## config.mk

```make
export PLATFORM = sky130hd
export DESIGN_NAME = bram_stream_reader
export DESIGN_NICKNAME = d
export VERILOG_FILES = /design/src/rtl/bram_stream_reader.sv
export SDC_FILE = /design/constraint.sdc
export NUM_CORES = 1
export LEC_CHECK = 0
export ABC_CLOCK_PERIOD_IN_PS = 5020
export CORE_UTILIZATION = 45
export DETAILED_ROUTE_END_ITERATION = 10
export GPL_ROUTABILITY_DRIVEN = 1
export HOLD_SLACK_MARGIN = 0.02
export PLACE_DENSITY_LB_ADDON = 0.1
export SYNTH_ARGS = -nofsm -noshare
export SYNTH_HDL_FRONTEND = slang
export SYNTH_SLANG_ARGS = --single-unit
export TNS_END_PERCENT = 10
```

## constraint.sdc

```tcl
create_clock -name clock -period 5.02 [get_ports clock]
set_input_delay 1.255 -clock clock [delete_from_list [all_inputs] [get_ports clock]]
set_output_delay 1.255 -clock clock [all_outputs]
set_load 0.02 [all_outputs]
```

## src/rtl/bram_stream_reader.sv

```systemverilog
// rtl/bram_stream_reader.sv - burst read controller for a single-port block RAM with valid/ready output
//
// Ports:
//   clock         rising-edge clock
//   reset_n       asynchronous active-low reset
//   start         burst request, sampled only while idle
//   base_address  first word address, sampled with start
//   length        word count 0..2**RAM_ADDR_BITS, sampled with start
//   busy          high from the accepted start until the final beat transfers
//   done          one-cycle pulse when the final beat transfers (or on a zero-length start)
//   ram_enable    RAM enable, high only on cycles that issue a read
//   write_enable  tied low, this block only reads
//   address       RAM read address
//   ram_data      RAM output data, valid the cycle after a ram_enable cycle
//   out_valid     stream data valid
//   out_ready     downstream accepts the beat
//   out_data      stream data
//   out_last      final beat of the burst, qualified by out_valid

module bram_stream_reader #(
  parameter int RAM_WIDTH     = 32,
  parameter int RAM_ADDR_BITS = 7
) (
  input  logic                     clock,
  input  logic                     reset_n,
  input  logic                     start,
  input  logic [RAM_ADDR_BITS-1:0] base_address,
  input  logic [RAM_ADDR_BITS:0]   length,
  output logic                     busy,
  output logic                     done,
  output logic                     ram_enable,
  output logic                     write_enable,
  output logic [RAM_ADDR_BITS-1:0] address,
  input  logic [RAM_WIDTH-1:0]     ram_data,
  output logic                     out_valid,
  input  logic                     out_ready,
  output logic [RAM_WIDTH-1:0]     out_data,
  output logic                     out_last
);

  typedef enum logic [1:0] {
    IDLE  = 2'd0,
    READ  = 2'd1,
    DRAIN = 2'd2
  } state_t;

  state_t state;

  // Burst bookkeeping: issue_cnt counts reads still to be issued, beat_cnt
  // counts beats still to be handed downstream.
  logic [RAM_ADDR_BITS-1:0] addr_q;
  logic [RAM_ADDR_BITS:0]   issue_cnt;
  logic [RAM_ADDR_BITS:0]   beat_cnt;
  logic                     busy_q;
  logic                     done_q;

  // One read is in flight when ram_enable was high last cycle; its last-beat
  // tag travels alongside so it lands in the FIFO with the data.
  logic in_flight;
  logic in_flight_last;

  // Two-entry output FIFO: enough to cover the one-cycle RAM latency while
  // still sustaining one beat per cycle.
  logic [RAM_WIDTH-1:0] fifo_data [2];
  logic [1:0]           fifo_last;
  logic                 wr_ptr;
  logic                 rd_ptr;
  logic [1:0]           fifo_count;

  logic       push;
  logic       pop;
  logic       issue_last;
  logic [2:0] committed;
  logic [2:0] room_limit;

  assign push       = in_flight;
  assign pop        = out_valid & out_ready;
  assign issue_last = (issue_cnt == {{RAM_ADDR_BITS{1'b0}}, 1'b1});

  // Entries held plus the read in flight, minus the one leaving this cycle,
  // must stay below two before another read may be issued. The pop is moved
  // to the right-hand side to keep the arithmetic unsigned.
  assign committed  = {1'b0, fifo_count} + {2'b00, in_flight};
  assign room_limit = 3'd2 + {2'b00, pop};

  assign ram_enable   = (state == READ) && (issue_cnt != '0) && (committed < room_limit);
  assign write_enable = 1'b0;
  assign address      = addr_q;

  assign out_valid = (fifo_count != 2'd0);
  assign out_data  = fifo_data[rd_ptr];
  assign out_last  = fifo_last[rd_ptr] & out_valid;

  assign busy = busy_q;
  assign done = done_q;

  always_ff @(posedge clock or negedge reset_n) begin
    if (!reset_n) begin
      state          <= IDLE;
      addr_q         <= '0;
      issue_cnt      <= '0;
      beat_cnt       <= '0;
      busy_q         <= 1'b0;
      done_q         <= 1'b0;
      in_flight      <= 1'b0;
      in_flight_last <= 1'b0;
      fifo_data[0]   <= '0;
      fifo_data[1]   <= '0;
      fifo_last      <= '0;
      wr_ptr         <= 1'b0;
      rd_ptr         <= 1'b0;
      fifo_count     <= 2'd0;
    end else begin
      done_q         <= 1'b0;
      in_flight      <= ram_enable;
      in_flight_last <= ram_enable & issue_last;

      // Data returning from the RAM lands in the FIFO one edge after issue.
      if (push) begin
        fifo_data[wr_ptr] <= ram_data;
        fifo_last[wr_ptr] <= in_flight_last;
        wr_ptr            <= ~wr_ptr;
      end

      if (pop) begin
        rd_ptr <= ~rd_ptr;
      end

      case ({push, pop})
        2'b10:   fifo_count <= fifo_count + 2'd1;
        2'b01:   fifo_count <= fifo_count - 2'd1;
        default: fifo_count <= fifo_count;
      endcase

      // The address wraps naturally at the top of the RAM.
      if (ram_enable) begin
        addr_q    <= addr_q + 1'b1;
        issue_cnt <= issue_cnt - 1'b1;
      end

      case (state)
        IDLE: begin
          if (start) begin
            if (length != '0) begin
              addr_q    <= base_address;
              issue_cnt <= length;
              beat_cnt  <= length;
              busy_q    <= 1'b1;
              state     <= READ;
            end else begin
              // Empty burst: acknowledge immediately without touching the RAM.
              done_q <= 1'b1;
            end
          end
        end
        READ: begin
          if (ram_enable && issue_last) begin
            state <= DRAIN;
          end
        end
        DRAIN: begin
        end
        default: begin
          state <= IDLE;
        end
      endcase

      // Completion is tied to the final beat leaving, whichever busy state
      // we happen to be in at that moment.
      if ((state != IDLE) && pop) begin
        beat_cnt <= beat_cnt - 1'b1;
        if (beat_cnt == {{RAM_ADDR_BITS{1'b0}}, 1'b1}) begin
          busy_q <= 1'b0;
          done_q <= 1'b1;
          state  <= IDLE;
        end
      end
    end
  end

endmodule
```

; ---- After elaboration in Yosys (flattened, before gate mapping)
; Index checks and enable logic that the tools add are counted.
[word_totals]
register_bits = 99
memories = 0
mem_bits_ro = 0
latchBits = 0
mem_bits_rw = 0
wordCells = 97
[op_classes]
muxes = 40
multipliers = 0
add_sub_neg = 7
shifts = 0
div_mod_pow = 0
reduce_logical = 16
n_eq_ne = 6
bitwise = 7
n_lt_le_gt_ge = 7
[ops]
columns = op, n
row1 = 2-to-1 mux 32 bit, 4
row2 = bitwise mux 64 bit, 1
row3 = 2-to-1 mux 8 bit, 8
row4 = demux 32 bit (select 1 bit), 1
row5 = 2-to-1 mux 7 bit, 4
row6 = equality test 8 x 1 -> 1 bit (second input constant), 2
row7 = nonzero test 8 bit, 2
row8 = subtractor 8 x 1 -> 8 bit (second input constant), 2
row9 = 2-to-1 mux 1 bit, 13
row10 = nonzero test 2 bit, 6
row11 = 2-to-1 mux 2 bit, 5
row12 = adder 7 x 1 -> 7 bit (second input constant), 1
row13 = logical AND 1 bit, 6
row14 = case mux 2 bit (3 select lines), 1
row15 = equality test 2 x 1 -> 1 bit (second input constant), 2
row16 = equality test 2 bit (second input constant), 2
row17 = greater-or-equal comparator 2 bit (second input constant), 2
row18 = < comparator 1 x 2 -> 1 bit (second input constant), 2
row19 = inverter 1 -> 2 bit, 2
row20 = case mux 2 bit (2 select lines), 1
row21 = adder 2 x 1 -> 3 bit, 1
row22 = adder 2 x 1 -> 3 bit (first input constant), 1
row23 = AND 1 bit, 3
row24 = < comparator 3 bit, 1
row25 = 9 further kinds, 10

; ---- Logic depth before layout (Yosys ltp)
; Gate-level depths: netlist (run 1).
[logic_depth]
ltp_word = 10
depth_mapped = 8
ltp_nobuf = 7

; ---- Worst setup path before layout (run 1)
; No wires, ideal clock.
[synth_timing]
path_kind = input to output
from = input out_ready
to = output ram_enable
setup_slack_ps = 1772
path_stages = 5
arrival_time_ps = 1993
required_time_ps = 3765
cell_sequence = o21ai_1 > o21ai_1 > nand3_2 > buf_4 > inv_1
[synth_via]
elab_chain_cells = 4
[synth_rtl]
columns = item, line
row1 = start: declaration, 36  ; input logic out_ready,
row2 = AND 1 bit, 77  ; assign pop = out_valid & out_ready;
row3 = adder 2 x 1 -> 3 bit, 84  ; assign room_limit = 3'd2 + {2'b00, pop};
row4 = < comparator 3 bit, 86  ; assign ram_enable = (state == READ) && (issue_cnt != '0) && (committed < room_limit);
row5 = logical AND 1 bit, 86
row6 = end: declaration, 31  ; output logic ram_enable,
; Every way passes these cells.

; ---- Worst setup path after layout (run 1)
; Ends and elaborated chain as after synthesis.

==> qor.txt, run 1 <==
FMAX = 231 MHz
Critical path required time = 3.76 ns
Worst R2R End = address[3]$_DFF_PN0_
Setup Buffers After CTS = 0
Max clock buf depth = 2
Crit-path cells = clkdlybuf4s50_1 > o21ai_1 > o21ai_1 > nand3_2 > inv_1 > clkdlybuf4s50_1
CP delay by family, top = buffers and inverters
Status = finished, final reports clean
Critical path buffers and inverters = 3
Met3 WL = 321 um
Critical path endpoint category = output pin
Max Slew Vio Count = 0
Initial antenna violation count = 0
R2R Setup Slk = 2.86 ns
CP Class = input pin to output pin
Critical path arrival = 3.08 ns
Avg WL per Cell = 16.0 um
Seq cells post-synth = 99
Hold buffers post-CTS = 0
Final instance area = 5940 um^2
Core area = 9860 um^2
PwrDens = 718 nW/um^2
Gpl congestion = 0.835
Worst setup path start = out_ready
Vias in the first global route = 3265
Comb pwr share = 52.2%
Vias per cell = 5.27
Pint = 0.00268 W
EDFF count, synth = 0
Final-report setup violation count = 0
Main synth FF type = dfrtp_1
P&R area growth vs syn = 28.3%
Largest net degree at the start of global routing = 77
Final Hold Violating Endpoints = 0
Die W = 103 um
Share of cells above drive strength 1 = 27.4%
IO Port Bufs = 94
Final period utilization = 86.4%
Slew HR = 31.2%
Commonest non-fill, non-tap cell in the layout = dfrtp_1
Yosys warning count = 0
Crit path capture = ram_enable
CTS Sinks = 99
H-tree depth = 3
Startpoint Class = input pin
WP depth = 6
Reg-to-reg startpoint = in_flight$_DFF_PN0_
First-pass GRT wire length = 15.6 mm
Post-cts sizing count = 0
Peak VDD IR = 0.387 mV
Total GRT Usage = 19.3%
Post-synthesis sequential area ratio = 53.5%
Worst-Skew Late Latency = 0.36 ns
Post-DP HPWL = 6.58 mm
Hold WC Path Type = flip-flop to flip-flop
CTS buffer count = 9
Final Util = 60.2%
CTS tree = built
DRT Pass-1 Iters = 4
RSZ-0062 raised after global routing = false
Clock network fraction of total power = 13.5%
CP peak stage delay = 0.61 ns
Reg clk slew, reported paths = 0.09 ns
Tot Pwr = 0.00427 W
Area post-placement = 5720 um^2
Reg power frac = 34.3%
Syn nets = 431
Critical Path Fanout Max = 14
Iter 0 DRT Violations = 73
Antenna diodes = 0
Metal-1 WL = 4.45 mm
Max-cap violations = 0
Setup TNS = 0 ns
Slew @ Worst Pin = 1.03 ns
Mapped Cells = 372
Switching share of power = 37.2%
Distinct cells, synth = 41
Layout Nets = 525
Root buffer cell = clkbuf_8
Commonest cells after routing, fill and taps aside = dfrtp_1, mux2_2, clkdlybuf4s50_1, nand2_1, nor2_1
FF-to-FF path depth = 7
Starting Density = 47.0%
Fraction of registers with async set/reset = 100%
Drc violations = 0
Chip height = 103 um
Antenna Nets Post-Route = 0
Synth Cell Area = 4630 um^2
Routed length on met2 = 4.72 mm
Total Wirelength = 9.64 mm
Full die area = 10700 um^2
Syn avg cell area = 12.5 um^2
LEAKAGE = 2.46 nW
NetSw = 0.00159 W
Detailed-route via count = 3186
Slowest-stage cell, CP = clkdlybuf4s50_1
Clock skew = 0.00825 ns
Grt total ovfl = 0
Row cnt = 36
Final Critical Period = 4.34 ns
# IOs = 96
Top routing layer used = met4
-- registers in the layout, summed over array words and instances, names as in the netlist --
register,count
issue_cnt,8
fifo_data,64
beat_cnt,8
in_flight_last,1
address,7
fifo_count,2
rd_ptr,1
state,2
done,1
in_flight,1
busy,1
wr_ptr,1
fifo_last,2
-- layer usage --
layer,up-vias,global-route usage [%]
li1,1525,-
met1,1578,23.9
met2,74,33.7
met3,9,3.16
met4,0,8.02
met5,-,0
-- logic make-up after synthesis --
family | count (synthesis) | share of synthesized area, %
AOI/OAI and AO/OA | 44 | 6.02
xor gates and xnor gates | 10 | 1.89
adders and majority gates | 8 | 2.16
buffers and inverters | 29 | 2.65
DFF | 99 | 53.5
muxes | 101 | 24.5
other | 1 | 0.0809
and+or+nand+nor | 80 | 9.26
-- power by group through the flow --
stage	registers [W]	clock network [W]	logic (W)
detailed placement	0.00148	0	0.00225
global route	0.00152	0.000621	0.00242
floorplan	0.00143	0	0.00148
CTS	0.00147	0.000594	0.00225
global placement	0.00146	0	0.00221
finish	0.00146	0.000574	0.00223
-- how the worst min path moves through the flow --
| stage | from | slack (ns) | to | cells after the start |
|---|---|---|---|---|
| 2_1_floorplan | wr_ptr$_DFFE_PN0P_ | 0.46 | wr_ptr$_DFFE_PN0P_ | 1 |
| 3_3_place_gp | fifo_data[16]$_DFFE_PN0P_ | 0.48 | fifo_data[16]$_DFFE_PN0P_ | 1 |
| 3_5_place_dp | fifo_data[19]$_DFFE_PN0P_ | 0.49 | fifo_data[19]$_DFFE_PN0P_ | 1 |
| 4_1_cts | fifo_data[27]$_DFFE_PN0P_ | 0.51 | fifo_data[27]$_DFFE_PN0P_ | 1 |
| 5_1_grt | fifo_data[19]$_DFFE_PN0P_ | 0.52 | fifo_data[19]$_DFFE_PN0P_ | 1 |
| 6_report | fifo_data[2]$_DFFE_PN0P_ | 0.51 | fifo_data[2]$_DFFE_PN0P_ | 1 |
-- synth_stat cells, types with 4 or more instances --
| master | number | share of area (%) |
|---|---|---|
| a21oi_1 | 5 | 0.54 |
| a31oi_1 | 5 | 0.68 |
| buf_1 | 5 | 0.41 |
| buf_2 | 5 | 0.54 |
| clkbuf_1 | 6 | 0.49 |
| dfrtp_1 | 99 | 53 |
| ha_1 | 8 | 2.2 |
| inv_1 | 11 | 0.89 |
| mux2_2 | 98 | 24 |
| nand2_1 | 19 | 1.5 |
| nand3_1 | 13 | 1.4 |
| nand4_1 | 6 | 0.81 |
| nor2_1 | 16 | 1.3 |
| o211ai_1 | 8 | 1.3 |
| o21ai_0 | 14 | 1.5 |
| xnor2_1 | 4 | 0.76 |
| xor2_1 | 6 | 1.1 |
-- per-stage QoR --
| step | worst slack, ns | hold slack (ns) | std cells |
|---|---|---|---|
| 2_1_floorplan | 1.77 | 0.461 | 372 |
| 3_3_place_gp | 0.699 | 0.481 | 588 |
| 6_report | 0.684 | 0.508 | 604 |
| 5_1_grt | 0.559 | 0.519 | 604 |
| 4_1_cts | 0.680 | 0.510 | 604 |
| 3_5_place_dp | 0.705 | 0.488 | 588 |
-- worst reg2reg max path, delay by kind of cell (launching register included) --
kind            cells  cell delay (ns)
fa+ha+maj           2             0.39
compound gates      1             0.16
buf+inv             1             0.22
simple gates        3             0.87
flops               1             0.44
-- layout make-up --
cell class | count | area [um^2]
inverters | 11 | 41.3
repair buffers | 101 | 991
multi-input cells | 244 | 2040
clock inverters | 5 | 75.1
well taps | 133 | 166
flip-flops and latches | 99 | 2480
clock buffers | 11 | 151
fillers | 807 | 3920
No activity file was read; power rests on OpenSTA's default activity.
==> run 2: changes to the inputs <==
--- a/config.mk
+++ b/config.mk
@@ -11,6 +11,7 @@
 export GPL_ROUTABILITY_DRIVEN = 1
 export HOLD_SLACK_MARGIN = 0.02
 export PLACE_DENSITY_LB_ADDON = 0.1
+export SKIP_LAST_GASP = 1
 export SYNTH_ARGS = -nofsm -noshare
 export SYNTH_HDL_FRONTEND = slang
 export SYNTH_SLANG_ARGS = --single-unit
==> results of run 2 <==
Final layout, timing and power as in run 1 (identical DEF).
